## src/rtl/ps2_pkg.sv

```systemverilog
// Shared scan-code constants, FSM state type and digit-row helper for the
// PS/2 set-2 key decoder.
package ps2_pkg;

    localparam logic [7:0] SC_EXT    = 8'hE0;
    localparam logic [7:0] SC_BRK    = 8'hF0;
    localparam logic [7:0] SC_LSHIFT = 8'h12;
    localparam logic [7:0] SC_RSHIFT = 8'h59;
    localparam logic [7:0] SC_CAPS   = 8'h58;
    localparam logic [7:0] SC_SPACE  = 8'h29;

    typedef enum logic [1:0] {
        IDLE   = 2'd0,
        POP    = 2'd1,
        DECODE = 2'd2
    } state_t;

    // US layout symbols above the digit row, indexed by digit value.
    function automatic logic [7:0] shifted_digit(input logic [3:0] digit);
        logic [7:0] sym;
        case (digit)
            4'd0:    sym = 8'h29;
            4'd1:    sym = 8'h21;
            4'd2:    sym = 8'h40;
            4'd3:    sym = 8'h23;
            4'd4:    sym = 8'h24;
            4'd5:    sym = 8'h25;
            4'd6:    sym = 8'h5E;
            4'd7:    sym = 8'h26;
            4'd8:    sym = 8'h2A;
            4'd9:    sym = 8'h28;
            default: sym = 8'h00;
        endcase
        return sym;
    endfunction

endpackage

```

## src/rtl/ps2_ascii_map.sv

```systemverilog
// Combinational set-2 make-code to ASCII translation for letters, the digit
// row and space; everything else maps to 0.
module ps2_ascii_map
    import ps2_pkg::*;
(
    input  logic [7:0] code,
    input  logic       shift,
    input  logic       caps,
    output logic [7:0] ascii
);

    logic [7:0] letter;
    logic       is_letter;
    logic [3:0] digit;
    logic       is_digit;

    always_comb begin
        is_letter = 1'b1;
        letter    = 8'h00;
        case (code)
            8'h1C: letter = 8'h41;
            8'h32: letter = 8'h42;
            8'h21: letter = 8'h43;
            8'h23: letter = 8'h44;
            8'h24: letter = 8'h45;
            8'h2B: letter = 8'h46;
            8'h34: letter = 8'h47;
            8'h33: letter = 8'h48;
            8'h43: letter = 8'h49;
            8'h3B: letter = 8'h4A;
            8'h42: letter = 8'h4B;
            8'h4B: letter = 8'h4C;
            8'h3A: letter = 8'h4D;
            8'h31: letter = 8'h4E;
            8'h44: letter = 8'h4F;
            8'h4D: letter = 8'h50;
            8'h15: letter = 8'h51;
            8'h2D: letter = 8'h52;
            8'h1B: letter = 8'h53;
            8'h2C: letter = 8'h54;
            8'h3C: letter = 8'h55;
            8'h2A: letter = 8'h56;
            8'h1D: letter = 8'h57;
            8'h22: letter = 8'h58;
            8'h35: letter = 8'h59;
            8'h1A: letter = 8'h5A;
            default: is_letter = 1'b0;
        endcase
    end

    always_comb begin
        is_digit = 1'b1;
        digit    = 4'd0;
        case (code)
            8'h45: digit = 4'd0;
            8'h16: digit = 4'd1;
            8'h1E: digit = 4'd2;
            8'h26: digit = 4'd3;
            8'h25: digit = 4'd4;
            8'h2E: digit = 4'd5;
            8'h36: digit = 4'd6;
            8'h3D: digit = 4'd7;
            8'h3E: digit = 4'd8;
            8'h46: digit = 4'd9;
            default: is_digit = 1'b0;
        endcase
    end

    // Caps Lock only affects letters; the digit row follows Shift alone.
    always_comb begin
        ascii = 8'h00;
        if (is_letter) begin
            ascii = (shift ^ caps) ? letter : letter + 8'h20;
        end else if (is_digit) begin
            ascii = shift ? shifted_digit(digit) : 8'h30 + {4'h0, digit};
        end else if (code == SC_SPACE) begin
            ascii = 8'h20;
        end
    end

endmodule

```

## src/rtl/ps2_key_decoder.sv

```systemverilog
// Pops scan-code bytes from the receiver FIFO, resolves E0/F0 prefixes and
// emits key events with ASCII, modifier state and a distinct-press counter.
module ps2_key_decoder
    import ps2_pkg::*;
#(
    parameter int CNT_W = 8
) (
    input  logic             clk,
    input  logic             clrk,
    input  logic             ready,
    input  logic [7:0]       date,
    output logic             nextdate_n,
    output logic             key_valid,
    output logic [7:0]       key_code,
    output logic             key_ext,
    output logic             key_brk,
    output logic [7:0]       ascii,
    output logic             shift,
    output logic             caps,
    output logic [CNT_W-1:0] press_count
);

    state_t     state;
    logic [7:0] byte_r;
    logic       ext_p;
    logic       brk_p;
    logic       shl;
    logic       shr;
    logic       held_v;
    logic [7:0] held_code;
    logic       held_ext;
    logic       is_held;
    logic [7:0] map_ascii;

    assign shift   = shl | shr;
    assign is_held = held_v && (held_code == byte_r) && (held_ext == ext_p);

    // Fed the pre-event modifier state so a Shift make never affects itself.
    ps2_ascii_map u_ascii_map (
        .code  (byte_r),
        .shift (shift),
        .caps  (caps),
        .ascii (map_ascii)
    );

    always_ff @(posedge clk) begin
        if (clrk) begin
            state       <= IDLE;
            byte_r      <= 8'h00;
            nextdate_n  <= 1'b1;
            key_valid   <= 1'b0;
            key_code    <= 8'h00;
            key_ext     <= 1'b0;
            key_brk     <= 1'b0;
            ascii       <= 8'h00;
            ext_p       <= 1'b0;
            brk_p       <= 1'b0;
            shl         <= 1'b0;
            shr         <= 1'b0;
            caps        <= 1'b0;
            held_v      <= 1'b0;
            held_code   <= 8'h00;
            held_ext    <= 1'b0;
            press_count <= '0;
        end else begin
            key_valid <= 1'b0;
            case (state)
                IDLE: begin
                    if (ready) begin
                        byte_r     <= date;
                        nextdate_n <= 1'b0;
                        state      <= POP;
                    end
                end
                POP: begin
                    nextdate_n <= 1'b1;
                    state      <= DECODE;
                end
                DECODE: begin
                    state <= IDLE;
                    if (byte_r == SC_EXT) begin
                        ext_p <= 1'b1;
                    end else if (byte_r == SC_BRK) begin
                        brk_p <= 1'b1;
                    end else begin
                        key_valid <= 1'b1;
                        key_code  <= byte_r;
                        key_ext   <= ext_p;
                        key_brk   <= brk_p;
                        ascii     <= (ext_p || brk_p) ? 8'h00 : map_ascii;
                        ext_p     <= 1'b0;
                        brk_p     <= 1'b0;
                        if (!ext_p && byte_r == SC_LSHIFT) shl <= !brk_p;
                        if (!ext_p && byte_r == SC_RSHIFT) shr <= !brk_p;
                        // A make of the key already held is typematic repeat.
                        if (!brk_p) begin
                            if (!is_held) press_count <= press_count + CNT_W'(1);
                            if (!ext_p && byte_r == SC_CAPS && !is_held) caps <= !caps;
                            held_v    <= 1'b1;
                            held_code <= byte_r;
                            held_ext  <= ext_p;
                        end else if (is_held) begin
                            held_v <= 1'b0;
                        end
                    end
                end
                default: begin
                    state      <= IDLE;
                    nextdate_n <= 1'b1;
                end
            endcase
        end
    end

endmodule

```

## config.mk

```make
export PLATFORM = sky130hd
export DESIGN_NAME = ps2_key_decoder
export DESIGN_NICKNAME = d
export VERILOG_FILES = /design/src/rtl/ps2_pkg.sv /design/src/rtl/ps2_ascii_map.sv /design/src/rtl/ps2_key_decoder.sv
export SDC_FILE = /design/constraint.sdc
export NUM_CORES = 1
export LEC_CHECK = 0
export CAP_MARGIN = 10
export CORE_UTILIZATION = 55
export DETAILED_ROUTE_END_ITERATION = 7
export PLACE_DENSITY_LB_ADDON = 0.08
export REMOVE_ABC_BUFFERS = 1
export SETUP_SLACK_MARGIN = 0.2
export SYNTH_ARGS = -nofsm -noshare
export SYNTH_HDL_FRONTEND = slang
export SYNTH_SLANG_ARGS = --single-unit
```

## constraint.sdc

```tcl
create_clock -name clk -period 3.7 [get_ports clk]
set_input_delay 0.74 -clock clk [delete_from_list [all_inputs] [get_ports clk]]
set_output_delay 0.74 -clock clk [all_outputs]
set_load 0.005 [all_outputs]
```

# After elaboration in Yosys (flattened, before gate mapping)
# Memories as Yosys holds them, arrays and structs flattened.
# Index checks and enable logic that the tools add are counted.
[word_totals] ff_bits=53 rom_bits=112 in_bits=11 n_memories=1
[memory_table] memory="(no name shown)" words=16 word_bits=7 rd=1 rd_ports_with_merged_regs=0 wr=0 line="ps2_pkg.sv:21" text="case (digit)"
[classes] add_sub_neg=3 n_eq_ne=49 n_mux=20 bitwise_logic=7 n_reduce_logical=26
[op_table] op="== test 8 x 6 -> 1 bit (second input constant)" count=23
[op_table] op="case mux 7 bit (26 select lines)" count=1
[op_table] op="== test 8 x 7 -> 1 bit (second input constant)" count=9
[op_table] op="== test 8 x 5 -> 1 bit (second input constant)" count=8
[op_table] op="2-to-1 mux 8 bit" count=5
[op_table] op="case mux 4 bit (9 select lines)" count=1
[op_table] op="OR reduction 26 bit" count=1
[op_table] op="== test 8 bit (second input constant)" count=2
[op_table] op="AND reduction 4 bit" count=4
[op_table] op="AND reduction 5 bit" count=2
[op_table] op="OR reduction 10 bit" count=1
[op_table] op="2-to-1 mux 1 bit" count=9
[op_table] op="adder 7 x 6 -> 8 bit (second input constant)" count=1
[op_table] op="adder 8 x 1 -> 8 bit (second input constant)" count=1
[op_table] op="== test 8 bit" count=1
[op_table] op="AND reduction 2 bit" count=4
[op_table] op="adder 6 x 4 -> 7 bit (first input constant)" count=1
[op_table] op="logical AND 1 bit" count=6
[op_table] op="2-to-1 mux 6 bit" count=1
[op_table] op="inverter 1 bit" count=5
[op_table] op="zero test 1 bit" count=4
[op_table] op="inequality test 2 bit (second input constant)" count=2
[op_table] op="case mux 2 bit (2 select lines)" count=1
[op_table] op="AND reduction 3 bit" count=1
[op_table] op="11 further kinds" count=11

# Longest topological paths before layout
[logic_depth] ltp_word=7 depth_mapped=9 ltp_nobuf=6

# Modules after synthesis
# Synthesis repeated with hierarchy kept, for this count alone.
[unflattened] cells_unflattened=400 area_unflattened_um2=3131.8
[by_module_without_submodules] mod="ps2_key_decoder" n_inst=1 cells_per_inst=247 area_per_inst_um2=2133.3 seq_area_each_um2=1061.0
[by_module_without_submodules] mod="ps2_ascii_map" n_inst=1 cells_per_inst=153 area_per_inst_um2=998.5 seq_area_each_um2=0.0

# Worst setup path before layout
# No wires, ideal clock.
[synth_path] path_type="register -> register" startpoint="register byte_r[6]" endpoint="register ascii[5]" arrival_time_ns=1.653 path_slack_ns=1.924 path_stages_with_launch=9 n_path_buf=2 path_cell_list="dfxtp_1 -> buf_4 -> buf_2 -> nor3b_1 -> o2111ai_1 -> o311ai_2 -> nand3b_1 -> a222oi_1 -> o21ai_1"
[synth_between] elab_chain_len=7
[synth_lines] item="start, declared" line="ps2_key_decoder.sv:24" text="logic [7:0] byte_r;"
[synth_lines] item="start signal, assigned" line="ps2_key_decoder.sv:70" text="byte_r <= date;"
[synth_lines] item="== test 8 x 7 -> 1 bit (tied with other cells)" line="ps2_ascii_map.sv:54" text="case (code)"
[synth_lines] item="case mux 4 bit (9 select lines)" line="ps2_ascii_map.sv:54"
[synth_lines] item="adder 6 x 4 -> 7 bit / memory (16 x 7 bit) (equally long branches)"
[synth_lines] item="2-to-1 mux 8 bit" line="ps2_ascii_map.sv:75" text="ascii = shift ? shifted_digit(digit) : 8'h30 + {4'h0, digit};"
[synth_lines] item="2-to-1 mux 8 bit" line="ps2_ascii_map.sv:74" text="end else if (is_digit) begin"
[synth_lines] item="2-to-1 mux 8 bit" line="ps2_ascii_map.sv:72" text="if (is_letter) begin"
[synth_lines] item="2-to-1 mux 8 bit" line="ps2_key_decoder.sv:90" text="ascii <= (ext_p || brk_p) ? 8'h00 : map_ascii;"
[synth_lines] item="end signal, assigned" line="ps2_key_decoder.sv:90"
[synth_lines] item="end, declared" line="ps2_key_decoder.sv:17" text="output logic [7:0] ascii,"
# Several ways; a longest one is shown, not always the timed one.
# A chain may end at the register's enable or synchronous reset.

# Final worst setup path
[layout_path] startpoint="register byte_r[1]" endpoint="register press_count[5]"
[layout_between] elab_chain_len=5
[layout_lines] item="== test 8 bit" line="ps2_key_decoder.sv:36" text="assign is_held = held_v && (held_code == byte_r) && (held_ext == ext_p);"
[layout_lines] item="logical AND 1 bit (2 in series)" line="ps2_key_decoder.sv:36"
[layout_lines] item="inverter 1 bit (no source line)"
[layout_lines] item="AND reduction 5 bit (no source line) (*)"
[layout_lines] item="end signal, assigned" line="ps2_key_decoder.sv:97" text="if (!is_held) press_count <= press_count + CNT_W'(1);"
[layout_lines] item="end, declared" line="ps2_key_decoder.sv:20" text="output logic [CNT_W-1:0] press_count"
# Every way passes the cells marked *; elsewhere a longest branch is shown, timed or not.

==> key figures <==
Outcome
  • Outcome: finished, final reports clean

Critical path
  • Worst EP arrival: between 2 and 3 ns
  • Slowest cell delay on critical path: 0.92 ns
  • Register-to-register setup slack: ~1.1 ns
  • Critical path depth: 6
  • Reg2Reg Capture Point: press_count[5]
  • R2r startpoint: byte_r[1]
  • CP Cell Sequence: xnor2_1 -> nand4_1 -> o31ai_2 -> nor3_2 -> xnor2_1 -> nor2_1
  • Path type of the worst setup path: flip-flop to flip-flop
  • Reg2reg path depth: 6
  • CP top delay family: flip-flops
  • WP buf/inv: 0
  • Worst setup EP type: flip-flop
  • Worst setup SP type: flip-flop
  • Crit-path slowest cell: dfxtp_1
  • CP required: between 3 and 4 ns
  • Critical path fanouts, max: 26
  • CP most frequent cell: xnor2_1

Worst hold path
  • HP Start: state[1]
  • Class of the worst hold path: flip-flop to flip-flop
  • Hold Path Depth: 1
  • Endpoint of the worst hold path: state[1]

Die
  • Die width: just under 80 microns
  • Area of the core: ~5500 sq um
  • Rows: 27
  • Die area: between 5000 and 6000 sq um
  • Chip height: 77.20 microns
  • Top-Level Pins: between 40 and 50
  • Initial Util: a little under three fifths

CTS
  • Reg clk slew, reported paths: about 0.09 ns
  • Worst skew pair latency: ~0.31 ns
  • CTS Hold Bufs: 0
  • CTS tree: built
  • H-tree depth: 2
  • Clock Tree Buf Depth: 2
  • CTS root buf: clkbuf_8
  • Post_cts resized: 0
  • Setup bufs post-CTS: 0
  • TritonCTS Sinks: 52
  • TritonCTS buffer count: 5

Synth
  • Cells after Synth: roughly 370
  • Unique cell type count in the Yosys netlist: 71
  • Area fraction of the dominant cell type after synthesis: about a third
  • Area leader, netlist: dfxtp_1
  • Synth Register Bits: 52
  • Asr flop ratio synth: 0%
  • Synth area leaders: dfxtp_1 (33%), mux2i_1 (6.1%), nor2_1 (5.4%)
  • Mean Syn Cell Area: 8.452 sq um
  • YS warnings: 0
  • EDFF count, synth: 0
  • Post-Syn Area: between 3000 and 4000 sq um
  • Top_reg_cell synth: dfxtp_1
  • Sequential area share after synthesis: between 30% and 40%

STA
  • RSZ-0062 raised after global routing: no
  • Final period util: a little over two thirds
  • Clock Skews: between 0.006 and 0.007 ns
  • Slew Viols, Final: 0
  • Final Setup Violations: 0
  • Setup ws final: 1.087 ns
  • Total Neg Setup Slack: 0 ns
  • Worst-Margin Slew: between 1 and 1.5 ns
  • Min Tclk post-route: 2.613 ns
  • Final Hold Fails: 0
  • Worst rel slew slack: 32.62%
  • Peak Freq: 0.3827 GHz

Drt
  • DRT iter0 DRCs: ~320
  • DR top layer: met4
  • Routed vias: between 2,000 and 3,000
  • Pre-antenna DRT Iters: 6
  • Wire length per cell: around 16 microns
  • DRT antenna net count: 0
  • Vias per cell: 5.963
  • M1 WL: between 3000 and 4000 microns
  • WL final: ~7100 microns
  • DR WL met3: 427 microns
  • Residual DRC count: 0
  • WL met2: 3251 microns

Job
  • Max Cap Violations: 0

Power
  • Total power: about 1.1 mW
  • Worst vdd ir: between 0.2 and 0.25 mV
  • PwrDens: between 300 and 400 nW/um^2
  • LEAKAGE: approximately 1.2 nW

Global route
  • Vias in the first global route: ~2,500
  • Gr ovfl total: 0
  • GRT Total Usage: 24.92%
  • First-pass GRT wire length: 11,990 microns
  • Initial antenna violation count: 0
  • Largest net degree at the start of global routing: between 40 and 50

Layout
  • Share of layout cells above drive strength 1: a little under a tenth
  • Filler cell count: 497
  • Synth-to-layout area growth: 13.35%
  • Nets: approximately 400
  • Final Instance Area: around 3500 sq um
  • N_diodes: 0
  • Final Instance Count excl. Fillers: ~460

Place
  • I/O Buffers: 39
  • Pre-CTS setup slack: roughly 1.1 ns
  • Placed insts: 450
  • Hpwl dp: between 4000 and 5000 microns
  • GPL Wtd Cong: 0.9039
  • Placement Cell Area: 3440 sq um
-- cells by family (layout without fill, tap and decap cells) --
kind of cell | Yosys count | count (layout) | share of synthesized area (%)
flip-flops | 52 | 52 | 33.47
buffers and inverters | 42 | 60 | 7.281
XOR/XNOR | 17 | 17 | 4.787
adder cells (fa/ha/maj) | 1 | 1 | 0.4022
AO/OA/AOI/OAI | 91 | 91 | 20.56
multiplexers | 20 | 20 | 6.476
other | 1 | 1 | 0.1206
AND/OR/NAND/NOR | 144 | 144 | 26.91
-- area by class of cell --
type / instances / area, sq um / area share (%)
multi-input cells: 274 / 1843 / 52.27
flip-flops and latches: 52 / 1041 / 29.52
repair buffers: 46 / 442.9 / 12.56
well taps: 72 / 90.09 / 2.555
clock buffers: 6 / 72.57 / 2.058
inverters: 6 / 22.52 / 0.6388
clock inverters: 2 / 13.76 / 0.3903
-- where the power goes --
group / switching, mW / leakage [nW] / total (mW) / internal (mW)
logic: 0.0843 / 0.729 / 0.156 / 0.0714
registers: 0.0386 / 0.421 / 0.610 / 0.572
clock network: 0.192 / 0.0456 / 0.327 / 0.135
total: 0.315 / 1.20 / 1.09 / 0.778
-- registers in the layout, indices dropped and copies added, names as in the netlist, 2 cells and up --
| name | cells |
|---|---|
| byte_r | 8 |
| held_code | 8 |
| key_code | 8 |
| press_count | 8 |
| ascii | 7 |
| state | 2 |
-- layout by cell type (no fill, tap or decap), types with 4 or more instances in the layout --
cell type and count:
a211oi_1 4, a21oi_1 24, a32oi_1 4, buf_4 7
clkbuf_8 5, clkdlybuf4s50_1 39, dfxtp_1 52, inv_1 6
mux2i_1 19, nand2_1 25, nand2b_1 4, nand3_1 10
nand4_1 4, nor2_1 45, nor2b_1 10, nor3_1 5
nor3b_1 10, o21ai_0 22, or3_1 4, xnor2_1 16
-- layer usage --
| layer | global-route usage (%) | up-vias |
|---|---|---|
| met5 | 0 | - |
| met4 | 6.981 | 0 |
| met3 | 4.524 | 6 |
| met2 | 40.97 | 101 |
| met1 | 33.16 | 1276 |
| li1 | - | 1348 |
-- worst max-delay path by stage --
stage	startpoint	to	slack, ns
3_3_place_gp	byte_r[2]	caps	1.16
2_1_floorplan	byte_r[4]	ascii[4]	1.21
4_1_cts	byte_r[1]	caps	1.08
3_5_place_dp	byte_r[1]	caps	1.10
6_report	byte_r[1]	press_count[5]	1.09
5_1_grt	byte_r[2]	press_count[5]	0.80
-- cells in the mapped netlist (3+ instances only) --
cell       n
nor3b_2    3
buf_6      3
nand2b_1   4
a211oi_1   4
o21ai_0   22
nor3_1     5
buf_2     17
o211ai_1   3
dfxtp_1   52
nand4_1    4
xnor2_1   16
or3_1      4
nand2_1   25
clkbuf_1   8
nand3_1   10
a22o_1     3
mux2i_1   19
nor2_1    45
nor2b_1   10
buf_4      6
inv_1      6
a21oi_1   24
nor3b_1   10
a32oi_1    4
-- metrics by stage --
step           utilization [%]  hold slack (ns)
2_1_floorplan                -           0.4092
3_3_place_gp             62.85           0.4276
3_5_place_dp             62.85           0.4301
4_1_cts                  64.43           0.4437
5_1_grt                  64.43           0.4876
6_report                 64.43           0.4447
No activity file was read; power rests on OpenSTA's default activity.
